$ cat src/rtl/tsic_pkg.sv
// Shared types and constants for the TSIC command sequencer.
// Opcodes, FSM states and fixed response words.
package tsic_pkg;

  typedef enum logic [3:0] {
    OP_WR_OFF  = 4'h0,
    OP_WR_GAIN = 4'h1,
    OP_RD_TEMP = 4'h2,
    OP_RD_AVG  = 4'h3,
    OP_RD_OFF  = 4'h4,
    OP_RD_GAIN = 4'h5
  } opcode_e;

  typedef enum logic [2:0] {
    S_IDLE,
    S_START,
    S_WAIT_CNV,
    S_CALC,
    S_SEND,
    S_WAIT_TX
  } state_e;

  localparam logic [15:0] RESP_ILLEGAL = 16'hEEEE;
  localparam logic [15:0] RESP_TIMEOUT = 16'hFFFF;
  localparam logic [7:0]  GAIN_RESET   = 8'h80;

endpackage

$ cat src/rtl/tsic_cal_math.sv
// Calibration datapath: average, signed offset, Q1.7 gain.
// Both stages saturate to the 12-bit range 0..4095.
module tsic_cal_math (
  input  logic [13:0] acc,
  input  logic [2:0]  cnt,
  input  logic [11:0] offset,
  input  logic [7:0]  gain,
  output logic [11:0] temp
);

  logic [11:0]        avg;
  logic signed [13:0] s;
  logic [11:0]        sc;
  logic [19:0]        sh;

  always_comb begin
    avg = (cnt == 3'd4) ? acc[13:2] : acc[11:0];
    s   = $signed({2'b00, avg}) +
          $signed({{2{offset[11]}}, offset});
    if (s < 14'sd0) begin
      sc = 12'h000;
    end else if (s > 14'sd4095) begin
      sc = 12'hFFF;
    end else begin
      sc = s[11:0];
    end
    sh   = ({8'h00, sc} * {12'h000, gain}) >> 7;
    temp = (sh > 20'd4095) ? 12'hFFF : sh[11:0];
  end

endmodule

$ cat src/rtl/tsic_seq.sv
// TSIC command sequencer: decodes host commands, holds
// calibration registers and sequences A2D conversions.
module tsic_seq
  import tsic_pkg::*;
#(
  parameter int CNV_TIMEOUT = 1024
) (
  input  logic        clk,
  input  logic        rst_n,
  input  logic        cmd_rdy,
  input  logic [15:0] cmd,
  input  logic        tx_done,
  output logic        trmt,
  output logic [15:0] resp,
  output logic        strt_cnv,
  input  logic        cnv_cmplt,
  input  logic [11:0] a2d_raw,
  output logic        busy
);

  localparam int TW = $clog2(CNV_TIMEOUT) + 1;
  localparam logic [TW-1:0] TMO_LAST = TW'(CNV_TIMEOUT - 1);

  state_e        state_q, state_d;
  logic [3:0]    op_q, op_d;
  logic [11:0]   off_q, off_d;
  logic [7:0]    gain_q, gain_d;
  logic [13:0]   acc_q, acc_d;
  logic [2:0]    cnt_q, cnt_d;
  logic [TW-1:0] tmo_q, tmo_d;
  logic [15:0]   resp_q, resp_d;
  logic          trmt_q, trmt_d;
  logic          strt_q, strt_d;
  logic          busy_q, busy_d;
  logic [2:0]    target;
  logic [11:0]   temp;

  tsic_cal_math u_cal (
    .acc    (acc_q),
    .cnt    (cnt_q),
    .offset (off_q),
    .gain   (gain_q),
    .temp   (temp)
  );

  assign target = (op_q == OP_RD_AVG) ? 3'd4 : 3'd1;

  always_comb begin
    state_d = state_q;
    op_d    = op_q;
    off_d   = off_q;
    gain_d  = gain_q;
    acc_d   = acc_q;
    cnt_d   = cnt_q;
    tmo_d   = tmo_q;
    resp_d  = resp_q;
    unique case (state_q)
      S_IDLE: begin
        if (cmd_rdy) begin
          op_d    = cmd[15:12];
          state_d = S_SEND;
          case (cmd[15:12])
            OP_WR_OFF: begin
              off_d  = cmd[11:0];
              resp_d = {4'h0, cmd[11:0]};
            end
            OP_WR_GAIN: begin
              gain_d = cmd[7:0];
              resp_d = {8'h10, cmd[7:0]};
            end
            OP_RD_TEMP, OP_RD_AVG: begin
              acc_d   = '0;
              cnt_d   = '0;
              state_d = S_START;
            end
            OP_RD_OFF:  resp_d = {4'h4, off_q};
            OP_RD_GAIN: resp_d = {8'h50, gain_q};
            default:    resp_d = RESP_ILLEGAL;
          endcase
        end
      end
      S_START: begin
        tmo_d   = '0;
        state_d = S_WAIT_CNV;
      end
      S_WAIT_CNV: begin
        tmo_d = tmo_q + TW'(1);
        // timeout wins over a completion in the same cycle
        if (tmo_q == TMO_LAST) begin
          resp_d  = RESP_TIMEOUT;
          state_d = S_SEND;
        end else if (cnv_cmplt) begin
          acc_d   = acc_q + {2'b00, a2d_raw};
          cnt_d   = cnt_q + 3'd1;
          state_d = (cnt_d < target) ? S_START : S_CALC;
        end
      end
      S_CALC: begin
        resp_d  = {(op_q == OP_RD_AVG) ? 4'h3 : 4'h2, temp};
        state_d = S_SEND;
      end
      S_SEND: state_d = S_WAIT_TX;
      S_WAIT_TX: begin
        if (tx_done) state_d = S_IDLE;
      end
      default: state_d = S_IDLE;
    endcase
    trmt_d = (state_d == S_SEND);
    strt_d = (state_d == S_START);
    busy_d = (state_d != S_IDLE);
  end

  always_ff @(posedge clk) begin
    if (!rst_n) begin
      state_q <= S_IDLE;
      op_q    <= '0;
      off_q   <= '0;
      gain_q  <= GAIN_RESET;
      acc_q   <= '0;
      cnt_q   <= '0;
      tmo_q   <= '0;
      resp_q  <= '0;
      trmt_q  <= 1'b0;
      strt_q  <= 1'b0;
      busy_q  <= 1'b0;
    end else begin
      state_q <= state_d;
      op_q    <= op_d;
      off_q   <= off_d;
      gain_q  <= gain_d;
      acc_q   <= acc_d;
      cnt_q   <= cnt_d;
      tmo_q   <= tmo_d;
      resp_q  <= resp_d;
      trmt_q  <= trmt_d;
      strt_q  <= strt_d;
      busy_q  <= busy_d;
    end
  end

  assign trmt     = trmt_q;
  assign resp     = resp_q;
  assign strt_cnv = strt_q;
  assign busy     = busy_q;

endmodule

$ cat config.mk
export PLATFORM = sky130hd
export DESIGN_NAME = tsic_seq
export DESIGN_NICKNAME = d
export VERILOG_FILES = /design/src/rtl/tsic_pkg.sv /design/src/rtl/tsic_cal_math.sv /design/src/rtl/tsic_seq.sv
export SDC_FILE = /design/constraint.sdc
export NUM_CORES = 1
export LEC_CHECK = 0
export CAP_MARGIN = 20
export CELL_PAD_IN_SITES_DETAIL_PLACEMENT = 0
export CELL_PAD_IN_SITES_GLOBAL_PLACEMENT = 1
export CORE_MARGIN = 10
export CORE_UTILIZATION = 30
export CTS_BUF_LIST = sky130_fd_sc_hd__clkbuf_8
export CTS_CLUSTER_DIAMETER = 30
export CTS_CLUSTER_SIZE = 20
export DETAILED_ROUTE_END_ITERATION = 8
export GPL_ROUTABILITY_DRIVEN = 0
export PLACE_DENSITY_LB_ADDON = 0.1
export SLEW_MARGIN = 25
export SYNTH_ARGS = -nofsm -noshare
export SYNTH_HDL_FRONTEND = slang
export SYNTH_SLANG_ARGS = --single-unit
$ cat constraint.sdc
create_clock -name clk -period 8.9 [get_ports clk]
set_clock_uncertainty 0.2 [all_clocks]
set_input_delay 1.78 -clock clk [delete_from_list [all_inputs] [get_ports clk]]
set_output_delay 1.78 -clock clk [all_outputs]
set_load 0.01 [all_outputs]
Word-level counts from Yosys, hierarchy flattened. Index checks and enable logic that the tools add are counted. Widths: inputs -> output; s select.

Word-level logic and storage cells: 81. Register bits: 74. Bits of input ports: 33.

Add/subtract/negate cells: 4. Equal/unequal tests: 21. Reductions and logical operators: 12. $mul: 1. Multiplexer cells: 28. $lt $le $gt $ge: 4.

Operator list (number): $pmux 16 s5 (1); $mux 14 (4); $mux 12 (4); $pmux 16 s3 (1); $mux 16 (2); $mux 3 (10); $pmux 14 s2 (1); $pmux 11 s2 (1); $mul 12x8->20 (1); $pmux 3 s6 (1); $add 13x12->14 (1); $add 14x12->14 (1); $gt 14x13->1 const B (1); $lt 14x1->1 const B (1); $gt 13x12->1 const B (1); $eq 3x3->1 const B (4); $eq 4x2->1 const B (3); $add 11x1->11 const B (1); $eq 11x10->1 const B (1); $ne 2x2->1 const B (5); $eq 4x3->1 const B (2); $eq 3x1->1 const B (2); $eq 3x2->1 const B (2); $pmux 3 s2 (1); 15 further kinds (18).

Depth between registers and ports, before layout.
Depth after elaboration: 10. Mapped depth: 33. Gate-level depth less buffers: 32.

Cells and area by module. A second synthesis with hierarchy kept.

Cell total of the unflattened synthesis: 957. Area total of the unflattened synthesis: 8097.8 µm².

Modules (own cells, without submodules): tsic_seq (instances 1, sequential area each 1481.4 µm², cells an instance 469, area an instance 4056.4 µm²); tsic_cal_math (instances 1, sequential area each 0.0 µm², cells an instance 488, area an instance 4041.4 µm²).

Worst setup path after synthesis. Ideal clock, no wire load.

Path kind: flip-flop to flip-flop. Start point: register cnt_q[0]. End point: register resp_q[9] (netlist: resp[9]). Cell stages (with the launch flop): 33. Slack: 0.693 ns. Data required time: 8.583 ns. Buffers on the path: 1. Data arrival time: 7.890 ns. Setup time: 0.117 ns. Path through: dfxtp_1 -> inv_2 -> ha_1 -> nand2_1 -> clkbuf_1 -> mux2_2 -> ha_1 -> a21oi_1 -> o211ai_2 -> a221oi_4 -> a31oi_4 -> or2_1 -> mux2i_1 -> o21a_1 -> nand2_1 -> fa_1 -> fa_1 -> inv_1 -> fa_1 -> inv_1 -> fa_1 -> inv_1 -> ha_1 -> o21a_1 -> o21a_1 -> o21ai_1 -> nand2b_1 -> and3_1 -> a31oi_4 -> o21bai_4 -> a211o_1 -> a211o_1 -> a32o_1.

Cells in the longest elaborated chain, start to end: 10. Elaborated cells between the ends (all ways): 11. Classes of those cells: add/sub: 1; mul: 1; order compare: 3; eq/ne: 1; mux: 5.

Ends and longest elaborated chain: start, declared (RTL line tsic_seq.sv:29) `logic [2:0] cnt_q, cnt_d;`; start signal, assigned (RTL line tsic_seq.sv:132) `cnt_q <= cnt_d;`; $eq 3x3->1 (*) (RTL line tsic_cal_math.sv:17) `avg = (cnt == 3'd4) ? acc[13:2] : acc[11:0];`; $mux 12 (*) (RTL line tsic_cal_math.sv:17); $add 13x12->14 (*) (RTL line tsic_cal_math.sv:18) `s = $signed({2'b00, avg}) +`; $gt 14x13->1 (RTL line tsic_cal_math.sv:22) `end else if (s > 14'sd4095) begin`; $mux 12 (RTL line tsic_cal_math.sv:22); $mux 12 (*) (RTL line tsic_cal_math.sv:20) `if (s < 14'sd0) begin`; $mul 12x8->20 (*) (RTL line tsic_cal_math.sv:27) `sh = ({8'h00, sc} * {12'h000, gain}) >> 7;`; $gt 13x12->1 (RTL line tsic_cal_math.sv:28) `temp = (sh > 20'd4095) ? 12'hFFF : sh[11:0];`; $mux 12 (*) (RTL line tsic_cal_math.sv:28); $pmux 16 s3 (*) (RTL line tsic_seq.sv:57) `unique case (state_q)`; end signal, assigned (RTL line tsic_seq.sv:134) `resp_q <= resp_d;`; end, declared (RTL line tsic_seq.sv:31) `logic [15:0] resp_q, resp_d;`.

Every way passes the cells marked *; elsewhere a longest branch is shown, timed or not. A chain may end at the register's enable or synchronous reset.

Worst setup path in the final report. Ends and elaborated chain as after synthesis.

==> results_dict.tcl <==
set metrics [dict create \
    core_area_um2 25300 \
    netlist_area_um2 7780 \
    vias 6329 \
    grt_pass1_wl_um 36600 \
    peakVddDrop_mv 0.0747 \
    power.density_nw_per_um2 117 \
    postCtsSetupRepairBufs 0 \
    antenna_cells 0 \
    gr-total-overflow 0 \
    nets 1117 \
    crit_top_cell "fa_1" \
    dpl-instance-area_um2 8630 \
    cp-end-kind "flop" \
    die_x_um 181 \
    pre_cts_ws_ns 0.508 \
    routed_wl_um 22400 \
    place_hpwl_um 18100 \
    rsz0062_at_grt "false" \
    timing.rr.start "cnt_q[0]" \
    drv_slew 0 \
    critPathSlowestCell "fa_1" \
    avgSynthCellArea_um2 8.46 \
    fin_util_pct 35.0 \
    wl_per_cell_um 17.4 \
    hold_viol_final 0 \
    synthesis.nets 1082 \
    hold_buffers 0 \
    routed_via_density 4.91 \
    critical_path.startpoint_type "flop" \
    numCtsBuffers 9 \
    max_freq_ghz 0.119 \
    finalSetupTns_ns 0 \
    nFillCells 2713 \
    htree_levels 3 \
    start_util_pct 30.7 \
    drive_gt1_share_pct 6.15 \
    fin_crit_ns 8.37 \
    synthDistinctLibCells 69 \
    numPortBuffers 51 \
    crit_type "flop to flop" \
    clk_latency_ns 0.36 \
    worst_pin_slew_ns 0.908 \
    grt_max_degree 69 \
    path_max_fanout 12 \
    post-route-cell-area_um2 8850 \
    synth_top_cell_by_area "dfxtp_1" \
    max-cap-violations 0 \
    cp.arrival_ns 8.42 \
    worstHoldStart "resp[10]" \
    hp-class "flop to flop" \
    drt_iter0_drc 307 \
    slew_headroom_pct 39.0 \
    synth_edf_count 0 \
    grt_pass1_vias 6523 \
    synth_warnings 0 \
    crit_start "cnt_q[0]" \
    synthCells 920 \
    grt.total_usage_pct 13.6 \
    setup-violations-final 0 \
    ioPinCount 52 \
    cts-root-buf "clkbuf_8" \
    power.leakage_uw 0.00396 \
    async_reset_ff_share_pct 0 \
    cts_tree "built" \
    die_area_um2 32800 \
    synth_seq_cells 74 \
    synth_seq_area_share_pct 19.0 \
    clkSlewWorstSetupHoldPaths_ns 0.08 \
    postCtsResizedCells 0 \
    layout_setup_ws_ns 0.525 \
    min_period_over_period_pct 94.1 \
    synthToLayoutAreaGrowth_pct 13.7 \
    postRouteAntennaNets 0 \
    max_stage_delay_ns 0.53 \
    crit_required_ns 8.95 \
    drt_drc_violations_left 0 \
    ys.flop_type "dfxtp_1" \
    clock_path_buffers 2 \
    synth_top_cell_area_share_pct 19.0 \
    outcome "complete, no violations" \
    die_h_um 181 \
    first_pass_iters 4 \
    synth_top_cells_by_area "dfxtp_1 (19%), fa_1 (16%), ha_1 (11%)" \
    clock-sinks 74 \
    row_count 58 \
    antenna_found_initial 0 \
]
-- cells in the final DEF, fill, tap and decap left out, types with 7 or more instances in the layout --
master           Yosys  routed
a21boi_1            22      22
a21o_1              16      16
a21oi_1             41      41
a221oi_1             7       7
a22oi_1             14      14
and2_1              66      66
buf_4                0       9
clkbuf_8             0      11
clkdlybuf4s50_1      0      50
dfxtp_1             74      74
fa_1                61      61
ha_1                68      68
inv_1               83      83
mux2_2              11      11
mux2i_1             12      12
nand2_1            112     112
nand2b_1            10      10
nand3_1             22      22
nand4_1              8       8
nor2_1              26      26
nor2b_1             35      35
nor3_1              13      12
o211ai_1            13      13
o21a_1              15      14
o21ai_0             16      16
o21ai_1             21      21
or3_1               11      11
xnor2_1             19      19
xor2_1              13      13
-- through the flow --
step | std cells | hold slack [ns] | power, uW
2_1_floorplan | 920 | 0.252 | 611
3_3_place_gp | 1274 | 0.252 | 768
3_5_place_dp | 1274 | 0.254 | 766
4_1_cts | 1290 | 0.267 | 1050
5_1_grt | 1290 | 0.289 | 1100
6_report | 1290 | 0.259 | 1030
-- worst max-delay path, delay by kind of cell, from the launching register on --
kind | cells | cell delay (ns)
compound gates | 13 | 2.84
fa+ha+maj | 7 | 2.99
buf+inv | 6 | 0.59
flops | 1 | 0.35
mux | 2 | 0.50
simple gates | 5 | 0.80
-- kinds of logic after synthesis --
| kind of cell | count (synthesis) | share of synthesized area, % |
|---|---|---|
| compound gates | 213 | 20.0 |
| xor+xnor | 33 | 3.81 |
| fa+ha+maj | 129 | 26.6 |
| buf+inv | 123 | 5.93 |
| flops | 74 | 19.0 |
| mux | 24 | 3.28 |
| simple gates | 324 | 21.4 |
-- worst paths after layout --
check,slack [ns],endpoint,cells past startpoint
setup reg to reg,0.53,resp[9],33
hold reg to reg,0.26,resp[10],2
hold / removal,0.26,resp[10],2
setup / recovery,0.53,resp[9],33
-- registers in the layout, summed over array words and instances, names as in the netlist, 3 cells and up --
register	flops
resp	16
gain_q	8
acc_q	14
cnt_q	3
off_q	12
op_q	4
tmo_q	11
state_q	3
-- synth_stat cells (all sizes together), types with 17 or more instances --
cell	n
o21ai	37
a21boi	22
dfxtp	74
nor2	26
nor2b	35
ha	68
clkbuf	33
a21oi	42
and2	67
nand3	22
nand2	112
inv	87
fa	61
xnor2	19
a21o	17
-- power breakdown --
part           switching, uW  total (uW)  internal, uW
logic                    176         329           154
clock network            135         279           144
registers               45.9         425           379
total                    357        1030           676
-- per-layer routing --
layer | GRT usage [%] | part of all wire [%]
met3 | 1.64 | 1.8
met5 | 0 | 0
met1 | 18.3 | 49
met2 | 22.9 | 49
met4 | 2.70 | 0.81
-- cell type report --
cell class	instances	area, um^2	area share (%)
inverters	87	327	3.69
multi-input cells	723	5850	66.1
flip-flops and latches	74	1480	16.7
clock buffers	11	151	1.71
clock inverters	5	52.6	0.594
well taps	330	413	4.66
repair buffers	60	573	6.47
(Power assumes the default switching activity.)
